--- src/rtl/arm7tdmi_cache_mem_arbiter.sv ---
// arm7tdmi_cache_mem_arbiter
// Shares one external memory port between the icache refill path and the
// dcache refill/write-back path. Round-robin arbitration, grant held for a
// whole transaction, optional bounded lock for line-fill bursts.
// Optional build macro: ARB_STATS_EN adds grant/conflict statistics outputs.
module arm7tdmi_cache_mem_arbiter #(
    parameter int unsigned ADDR_WIDTH = 32,
    parameter int unsigned MAX_BURST  = 4
) (
    input  logic                  clk,
    input  logic                  rst_n,
    // icache (read-only requester)
    input  logic [ADDR_WIDTH-1:0] i_addr,
    input  logic                  i_req,
    input  logic                  i_lock,
    output logic [31:0]           i_rdata,
    output logic                  i_ready,
    // dcache (read / write-back requester)
    input  logic [ADDR_WIDTH-1:0] d_addr,
    input  logic                  d_req,
    input  logic                  d_write,
    input  logic [31:0]           d_wdata,
    input  logic [3:0]            d_byte_en,
    input  logic                  d_lock,
    output logic [31:0]           d_rdata,
    output logic                  d_ready,
    // memory side
    output logic [ADDR_WIDTH-1:0] mem_addr,
    output logic                  mem_req,
    output logic                  mem_write,
    output logic [31:0]           mem_wdata,
    output logic [3:0]            mem_byte_en,
    input  logic [31:0]           mem_rdata,
    input  logic                  mem_ready,
    // status
    output logic [1:0]            grant_owner,
    output logic                  arb_busy
`ifdef ARB_STATS_EN
    ,
    output logic [31:0]           stat_i_grants,
    output logic [31:0]           stat_d_grants,
    output logic [31:0]           stat_conflicts
`endif
);

    // beat_cnt never exceeds MAX_BURST, so this width always holds cnt+1
    localparam int unsigned CNT_W = $clog2(MAX_BURST + 1);

    typedef enum logic [1:0] {
        ST_IDLE  = 2'd0,
        ST_GNT_I = 2'd1,
        ST_GNT_D = 2'd2
    } state_t;

    // last_grant encoding: 0 = icache, 1 = dcache
    localparam logic LG_I = 1'b0;
    localparam logic LG_D = 1'b1;

    state_t           state_q, state_d;
    logic [CNT_W-1:0] beat_cnt_q, beat_cnt_d;
    logic [CNT_W-1:0] beat_inc;
    logic             last_grant_q, last_grant_d;
    logic [1:0]       grant_owner_q, grant_owner_d;
    logic             arb_busy_q, arb_busy_d;
    logic             beat_done;
    logic             cur_lock;

    // Read data is broadcast; each consumer qualifies it with its ready
    assign i_rdata = mem_rdata;
    assign d_rdata = mem_rdata;

    // Memory-side mux driven purely by the current owner; IDLE drives zeros
    always_comb begin
        mem_req     = 1'b0;
        mem_addr    = '0;
        mem_write   = 1'b0;
        mem_wdata   = 32'd0;
        mem_byte_en = 4'd0;
        cur_lock    = 1'b0;
        case (state_q)
            ST_GNT_I: begin
                mem_req     = i_req;
                mem_addr    = i_addr;
                mem_byte_en = 4'b1111;
                cur_lock    = i_lock;
            end
            ST_GNT_D: begin
                mem_req     = d_req;
                mem_addr    = d_addr;
                mem_write   = d_write;
                mem_wdata   = d_wdata;
                mem_byte_en = d_byte_en;
                cur_lock    = d_lock;
            end
            default: ;
        endcase
    end

    // mem_ready without an outstanding request never completes a beat
    assign beat_done = mem_req & mem_ready;
    assign i_ready   = beat_done & (state_q == ST_GNT_I);
    assign d_ready   = beat_done & (state_q == ST_GNT_D);
    assign beat_inc  = beat_cnt_q + CNT_W'(1);

    // Arbitration, burst accounting and abort handling
    always_comb begin
        state_d      = state_q;
        beat_cnt_d   = beat_cnt_q;
        last_grant_d = last_grant_q;
        case (state_q)
            ST_IDLE: begin
                if (i_req && d_req) begin
                    state_d = (last_grant_q == LG_I) ? ST_GNT_D : ST_GNT_I;
                end else if (i_req) begin
                    state_d = ST_GNT_I;
                end else if (d_req) begin
                    state_d = ST_GNT_D;
                end
            end
            ST_GNT_I, ST_GNT_D: begin
                if (beat_done) begin
                    last_grant_d = (state_q == ST_GNT_I) ? LG_I : LG_D;
                    if (cur_lock && (32'(beat_inc) < MAX_BURST)) begin
                        beat_cnt_d = beat_inc;
                    end else begin
                        beat_cnt_d = '0;
                        state_d    = ST_IDLE;
                    end
                end else if (!mem_req) begin
                    // requester withdrew before completion
                    beat_cnt_d = '0;
                    state_d    = ST_IDLE;
                end
            end
            default: begin
                beat_cnt_d = '0;
                state_d    = ST_IDLE;
            end
        endcase
    end

    // Status outputs are registered copies of the next state
    always_comb begin
        grant_owner_d = 2'b00;
        if (state_d == ST_GNT_I) grant_owner_d = 2'b01;
        if (state_d == ST_GNT_D) grant_owner_d = 2'b10;
        arb_busy_d = (state_d != ST_IDLE);
    end

    // FSM and status registers
    always_ff @(posedge clk or negedge rst_n) begin
        if (!rst_n) begin
            state_q       <= ST_IDLE;
            beat_cnt_q    <= '0;
            last_grant_q  <= LG_I;
            grant_owner_q <= 2'b00;
            arb_busy_q    <= 1'b0;
        end else begin
            state_q       <= state_d;
            beat_cnt_q    <= beat_cnt_d;
            last_grant_q  <= last_grant_d;
            grant_owner_q <= grant_owner_d;
            arb_busy_q    <= arb_busy_d;
        end
    end

    assign grant_owner = grant_owner_q;
    assign arb_busy    = arb_busy_q;

`ifdef ARB_STATS_EN
    logic [31:0] stat_i_grants_q, stat_i_grants_d;
    logic [31:0] stat_d_grants_q, stat_d_grants_d;
    logic [31:0] stat_conflicts_q, stat_conflicts_d;

    // Grant counts follow IDLE exits; conflicts are contested IDLE cycles
    always_comb begin
        stat_i_grants_d  = stat_i_grants_q;
        stat_d_grants_d  = stat_d_grants_q;
        stat_conflicts_d = stat_conflicts_q;
        if (state_q == ST_IDLE) begin
            if (state_d == ST_GNT_I) stat_i_grants_d = stat_i_grants_q + 32'd1;
            if (state_d == ST_GNT_D) stat_d_grants_d = stat_d_grants_q + 32'd1;
            if (i_req && d_req)      stat_conflicts_d = stat_conflicts_q + 32'd1;
        end
    end

    // Statistics counters, free-running with natural wrap
    always_ff @(posedge clk or negedge rst_n) begin
        if (!rst_n) begin
            stat_i_grants_q  <= 32'd0;
            stat_d_grants_q  <= 32'd0;
            stat_conflicts_q <= 32'd0;
        end else begin
            stat_i_grants_q  <= stat_i_grants_d;
            stat_d_grants_q  <= stat_d_grants_d;
            stat_conflicts_q <= stat_conflicts_d;
        end
    end

    assign stat_i_grants  = stat_i_grants_q;
    assign stat_d_grants  = stat_d_grants_q;
    assign stat_conflicts = stat_conflicts_q;
`endif

endmodule

--- config.mk ---
export PLATFORM = sky130hd
export DESIGN_NAME = arm7tdmi_cache_mem_arbiter
export DESIGN_NICKNAME = d
export VERILOG_FILES = /design/src/rtl/arm7tdmi_cache_mem_arbiter.sv
export SDC_FILE = /design/constraint.sdc
export NUM_CORES = 1
export LEC_CHECK = 0
export CAP_MARGIN = 40
export CORE_AREA = 8 8 103 105
export CTS_BUF_LIST = sky130_fd_sc_hd__clkbuf_8
export DETAILED_ROUTE_END_ITERATION = 8
export DIE_AREA = 0 0 111 113
export GPL_TIMING_DRIVEN = 0
export PLACE_DENSITY = 0.73
export SLEW_MARGIN = 30
export SYNTH_ARGS = -nofsm -noshare
export SYNTH_HDL_FRONTEND = slang
export SYNTH_SLANG_ARGS = --single-unit
--- constraint.sdc ---
create_clock -name clk -period 2.2 [get_ports clk]
set_input_delay 0.33 -clock clk [delete_from_list [all_inputs] [get_ports clk]]
set_output_delay 0.33 -clock clk [all_outputs]
set_load 0.005 [all_outputs]
Word level (Yosys, flattened, before mapping)
Cells that the tools add are included.
{"block": "word_totals", "elab_cells": 44, "out_inout_bits": 139, "latchBits": 0, "inputBits": 140, "regBits": 9, "rom_bits": 0, "ram_bits": 0, "memories": 0}
{"block": "op_classes", "n_bitwise": 4, "eq_ne": 5, "muxes": 21, "multipliers": 0, "shift": 0, "n_div": 0, "addsub": 1, "n_lt_le_gt_ge": 1, "reduce_logical": 7}
{"op": "$pmux 32 s2", "n": 1}
{"op": "$mux 32", "n": 1}
{"op": "$mux 2", "n": 8}
{"op": "$mux 3", "n": 3}
{"op": "$pmux 4 s2", "n": 1}
{"op": "$pmux 3 s2", "n": 1}
{"op": "$eq 2x1->1 const B", "n": 2}
{"op": "$eq 2x2->1 const B", "n": 2}
{"op": "$pmux 1 s2", "n": 2}
{"op": "$pmux 2 s2", "n": 1}
{"op": "$reduce_and 2->1", "n": 2}
{"op": "$add 3x1->3 const B", "n": 1}
{"op": "$and 1x1->1", "n": 3}
{"op": "$lt 3x3->1 const B", "n": 1}
{"op": "$mux 1", "n": 3}
{"op": "$ne 3x3->1 const B", "n": 1}
{"op": "$logic_and 1x1->1", "n": 2}
{"op": "$logic_not 2->1", "n": 1}
{"op": "$reduce_bool 2->1", "n": 1}
{"op": "$reduce_or 2->1", "n": 1}
{"op": "$not 1->1", "n": 1}

Longest topological paths before layout
Gate-level depths: netlist (run 1).
{"block": "logic_depth", "word_depth": 9, "mapped_depth": 8, "mapped_depth_nobuf": 7}

Worst setup path before layout (run 1)
No wires, ideal clock.
{"block": "synth_path", "path_type": "reg-to-output", "from": "reg state_q[1]", "to": "out mem_addr[12]", "arrival_ps": 1385, "path_stages_with_launch": 7, "required_time_ps": 1870, "path_slack_ps": 485, "path_buffers": 2, "cell_sequence": "dfrtp_1 inv_1 ha_1 buf_2 buf_1 a22oi_1 nor2b_1"}
{"block": "synth_via", "elab_chain_cells": 2, "word_cells_on_any_way": 3, "cone_classes": "eq/ne: 2; mux: 1"}
{"item": "start: declaration", "line": "59", "rtl": "state_t state_q, state_d;"}
{"item": "start signal: assignment", "line": "159", "rtl": "state_q <= state_d;"}
{"item": "$eq 2x2->1 / $eq 2x1->1 (equally long branches)", "line": "80", "rtl": "case (state_q)"}
{"item": "$pmux 32 s2 (*)", "line": "80"}
{"item": "end: declaration", "line": "28", "rtl": "output logic [ADDR_WIDTH-1:0] mem_addr,"}
Mark *: on every way between the ends. The rest lies on a longest branch, timed or not.

Worst setup path after layout (run 1)
{"block": "layout_path", "from": "reg state_q[0]", "to": "out mem_addr[27]"}
The elaborated chain is that of the path after synthesis.

==> results of run 1 <==
## cell usage after synthesis, types with 3 or more instances
| cell type | number | area [um2] |
|---|---|---|
| inv_1 | 4 | 15.01 |
| clkbuf_1 | 11 | 41.29 |
| buf_4 | 64 | 480.5 |
| nor2_1 | 3 | 11.26 |
| nand2_1 | 3 | 11.26 |
| nor2b_1 | 36 | 225.2 |
| ha_1 | 5 | 62.56 |
| a22oi_1 | 32 | 240.2 |
| buf_1 | 3 | 11.26 |
| a21oi_1 | 4 | 20.02 |
| and2_1 | 34 | 212.7 |
| a22o_1 | 3 | 26.28 |
| dfrtp_1 | 9 | 225.2 |
## metrics by stage
stage / std cells / power [uW] / setup WS [ns] / hold WS (ns) / utilization [%]
2_1_floorplan: 235 / 1500 / 0.4851 / 0.03441 / -
6_report: 608 / 3475 / 0.07528 / 0.3923 / 52.38
4_1_cts: 605 / 3394 / -0.1312 / 0.4123 / 50.82
5_1_grt: 608 / 3756 / -0.004218 / 0.4383 / 52.38
3_3_place_gp: 592 / 2953 / -0.5092 / 0.4770 / 48.70
3_5_place_dp: 592 / 2999 / -0.5552 / 0.4901 / 48.70
## cells in the final DEF, fill, tap and decap left out, types with 4 or more instances in the layout
cell type | synthesis | routed
clkdlybuf4s50_1 | 0 | 174
dlygate4sd2_1 | 0 | 43
dlymetal6s2s_1 | 0 | 26
buf_6 | 1 | 6
a21oi_1 | 4 | 4
buf_4 | 64 | 77
clkbuf_8 | 0 | 7
dfrtp_1 | 9 | 7
a22oi_1 | 32 | 29
and2_1 | 34 | 34
nor2b_1 | 36 | 36
## registers in the layout (all words and copies together), names as in the netlist
| signal | cells |
|---|---|
| arb_busy | 1 |
| state_q | 2 |
| last_grant_q | 1 |
| beat_cnt_q | 3 |
| grant_owner | 2 |
## worst reg2reg max path: stages, from the launching register on
cell and delay [ns]:
dfrtp_2 0.42, buf_4 0.15, ha_4 0.16, buf_8 0.13, a22o_1 0.20, nand2_1 0.10
inv_2 0.06, buf_4 0.13, buf_4 0.12, a21o_1 0.19, mux2_2 0.27
## layout make-up
type,count,area share (%)
well taps,111,2.954
multi-input cells,141,21.90
flip-flops and latches,9,4.843
clock buffers,3,0.8781
inverters,5,0.4524
plain buffers,80,14.58
repair buffers,258,54.31
clock inverters,1,0.07983
## power groups by stage
| stage | logic (uW) | clock network (uW) | registers [uW] |
|---|---|---|---|
| 6_report | 3030 | 187 | 256 |
| 5_1_grt | 3300 | 201 | 260 |
| 4_1_cts | 2950 | 191 | 253 |
| 3_5_place_dp | 2740 | 0 | 261 |
| 3_3_place_gp | 2700 | 0 | 256 |
| 2_1_floorplan | 1250 | 0 | 253 |
## path summary, 6_finish.rpt
kind,start,to,slack [ns]
min reg2reg,last_grant_q$_DFFE_PN0P_,last_grant_q$_DFFE_PN0P_,0.50
max in group asynchronous,rst_n,state_q[0]$_DFF_PN0_,1.50
min in group clk,last_grant_q$_DFFE_PN0P_,last_grant_q$_DFFE_PN0P_,0.50
max,state_q[0]$_DFF_PN0_,mem_addr[27],0.08
max reg2reg,state_q[1]$_DFF_PN0_,beat_cnt_q[0]$_DFFE_PN0P_,0.16
min,rst_n,beat_cnt_q[1]$_DFFE_PN0P_,0.39
## layer usage
metal	global-route usage, %	up-vias	wire length, um
li1	-	1249	-
met4	0.8108	0	17
met1	16.02	1170	3933
met5	0	-	0
met3	5.503	2	966
met2	29.77	138	5761
## cell families (layout without fill, tap and decap cells)
family | Yosys count | count (layout) | share of synthesized area [%]
flip-flops | 9 | 9 | 12.72
adder cells (fa/ha/maj) | 5 | 5 | 3.534
buffers and inverters | 85 | 347 | 32.08
multiplexers | 1 | 1 | 0.6360
AND/OR/NAND/NOR | 84 | 84 | 29.47
AO/OA/AOI/OAI | 50 | 50 | 21.06
XOR/XNOR | 1 | 1 | 0.4948
## timing repair
item / CTS / global route
setup buffers: 8 / 3
gates cloned: 1 / 0
pin swaps: 0 / 1
setup endpoints to repair: 72 / 42
gates resized for setup: 91 / 52
==> results.yml, run 1 <==
power:
  power_frac_clock_pct: 5.4
  leakage_uw: 0.002530
  comb_power_share_pct: 87.2
  power_density_mw_per_mm2: 739.1
  power.net_switching_uw: 1331
  p_int_uw: 2144
  vdd_drop_max_mv: 0.3232
  pwr-share-seq_pct: 7.4
  netSwitchingFraction_pct: 38.31
final_layout:
  area_growth_pct: 165.6
  layout.nets: 643
  num_antenna_cells: 0
  fill_cells: 843
  multi_input_area_mm2: 0.001030
  layout-drive-gt1-share_pct: 22.74
  regArea_um2: 227.7
  fin_area_mm2: 0.004702
yosys:
  yosys_warnings: 0
  ys_ff_latch: 9
  async_flop_share_pct: 100.0
  avgSynthCellArea_um2: 7.534
  seq_area_frac_synth_pct: 12.72
  yosysUniqueCellTypes: 33
  synthCells: 235
  synth_fp_nets: 380
  synth_ff_type: "dfrtp_1"
  synth_edf_count: 0
  netlist_area_mm2: 0.001770
route:
  first_pass_iters: 6
  via_count: 2559
  routedWlPerCell_um: 17.56
  viasPerCell: 4.209
  first_iter_violations: 117
  ant_nets: 0
  wl_um: 10680
  drc: 0
global_route:
  grt_pass1_vias: 2734
  grt_antenna_before_repair: 0
  grt_util_all_layers_pct: 15.35
  grt_max_degree: 11
  overflow: 0
  grt_pass1_wl_um: 15720
clock_network:
  root_buffer: "clkbuf_8"
  cts_hold_buf: 0
  cts_inserted_buffers: 3
  htree_levels: 1
  clk_latency_ns: 0.23
  cts_tree: "yes"
  clk_path_buf_depth: 2
  path_clk_slew_ns: 0.05
  cts.sinks: 9
place:
  postPlaceCellArea_mm2: 0.004372
  gp_routability_congestion: 0.8166
  place_hpwl_um: 9178
  portBuffers: 246
setup_path:
  critical_path_depth: 7
  r2r_cells: 10
  cp_max_fo: 10
  cp_cell_sequence: "buf_4, ha_4, buf_8, buf_6, a22oi_1, nor2b_1, dlygate4sd2_1"
  cp.required_ns: 1.87
  cp-start-kind: "register"
  cpPeakStageDelay_ns: 0.44
  cpLargestDelayFamily: "buffers and inverters"
  critPathBufInv: 4
  arrival_ns: 1.79
  path_class: "reg2out"
  cp_slowest_cell: "dfrtp_2"
  end_kind: "output pin"
floorplanning:
  fp.dieW_um: 111
  die_area_mm2: 0.01254
  rows: 35
  ios: 279
  core_area_mm2: 0.008977
  initial_core_util_pct: 19.72
  fp.dieH_um: 113
timing:
  tightest_slew_ns: 0.3978
  finalHoldViolCount: 0
  final.setup.tns_ns: 0
  maxSlewHeadroom_pct: 73.39
  period_share_pct: 96.58
  fin_skew_ns: 0.002656
  maxSlewViolCount: 0
  fin_crit_ns: 2.125
  setup_viol_count_final: 0
  fmax_ghz: 0.4707
flow_run:
  drv_cap: 0
min_path:
  hp-class: "in2async"
status:
  status: "finished clean"
Power figures use the tool's default switching activity.
==> inputs of run 2 (changes only) <==
Settings changed: CAP_MARGIN 40 to 20.
==> results of run 2 <==
The final DEF is identical to that of run 1; final timing and power are the same.
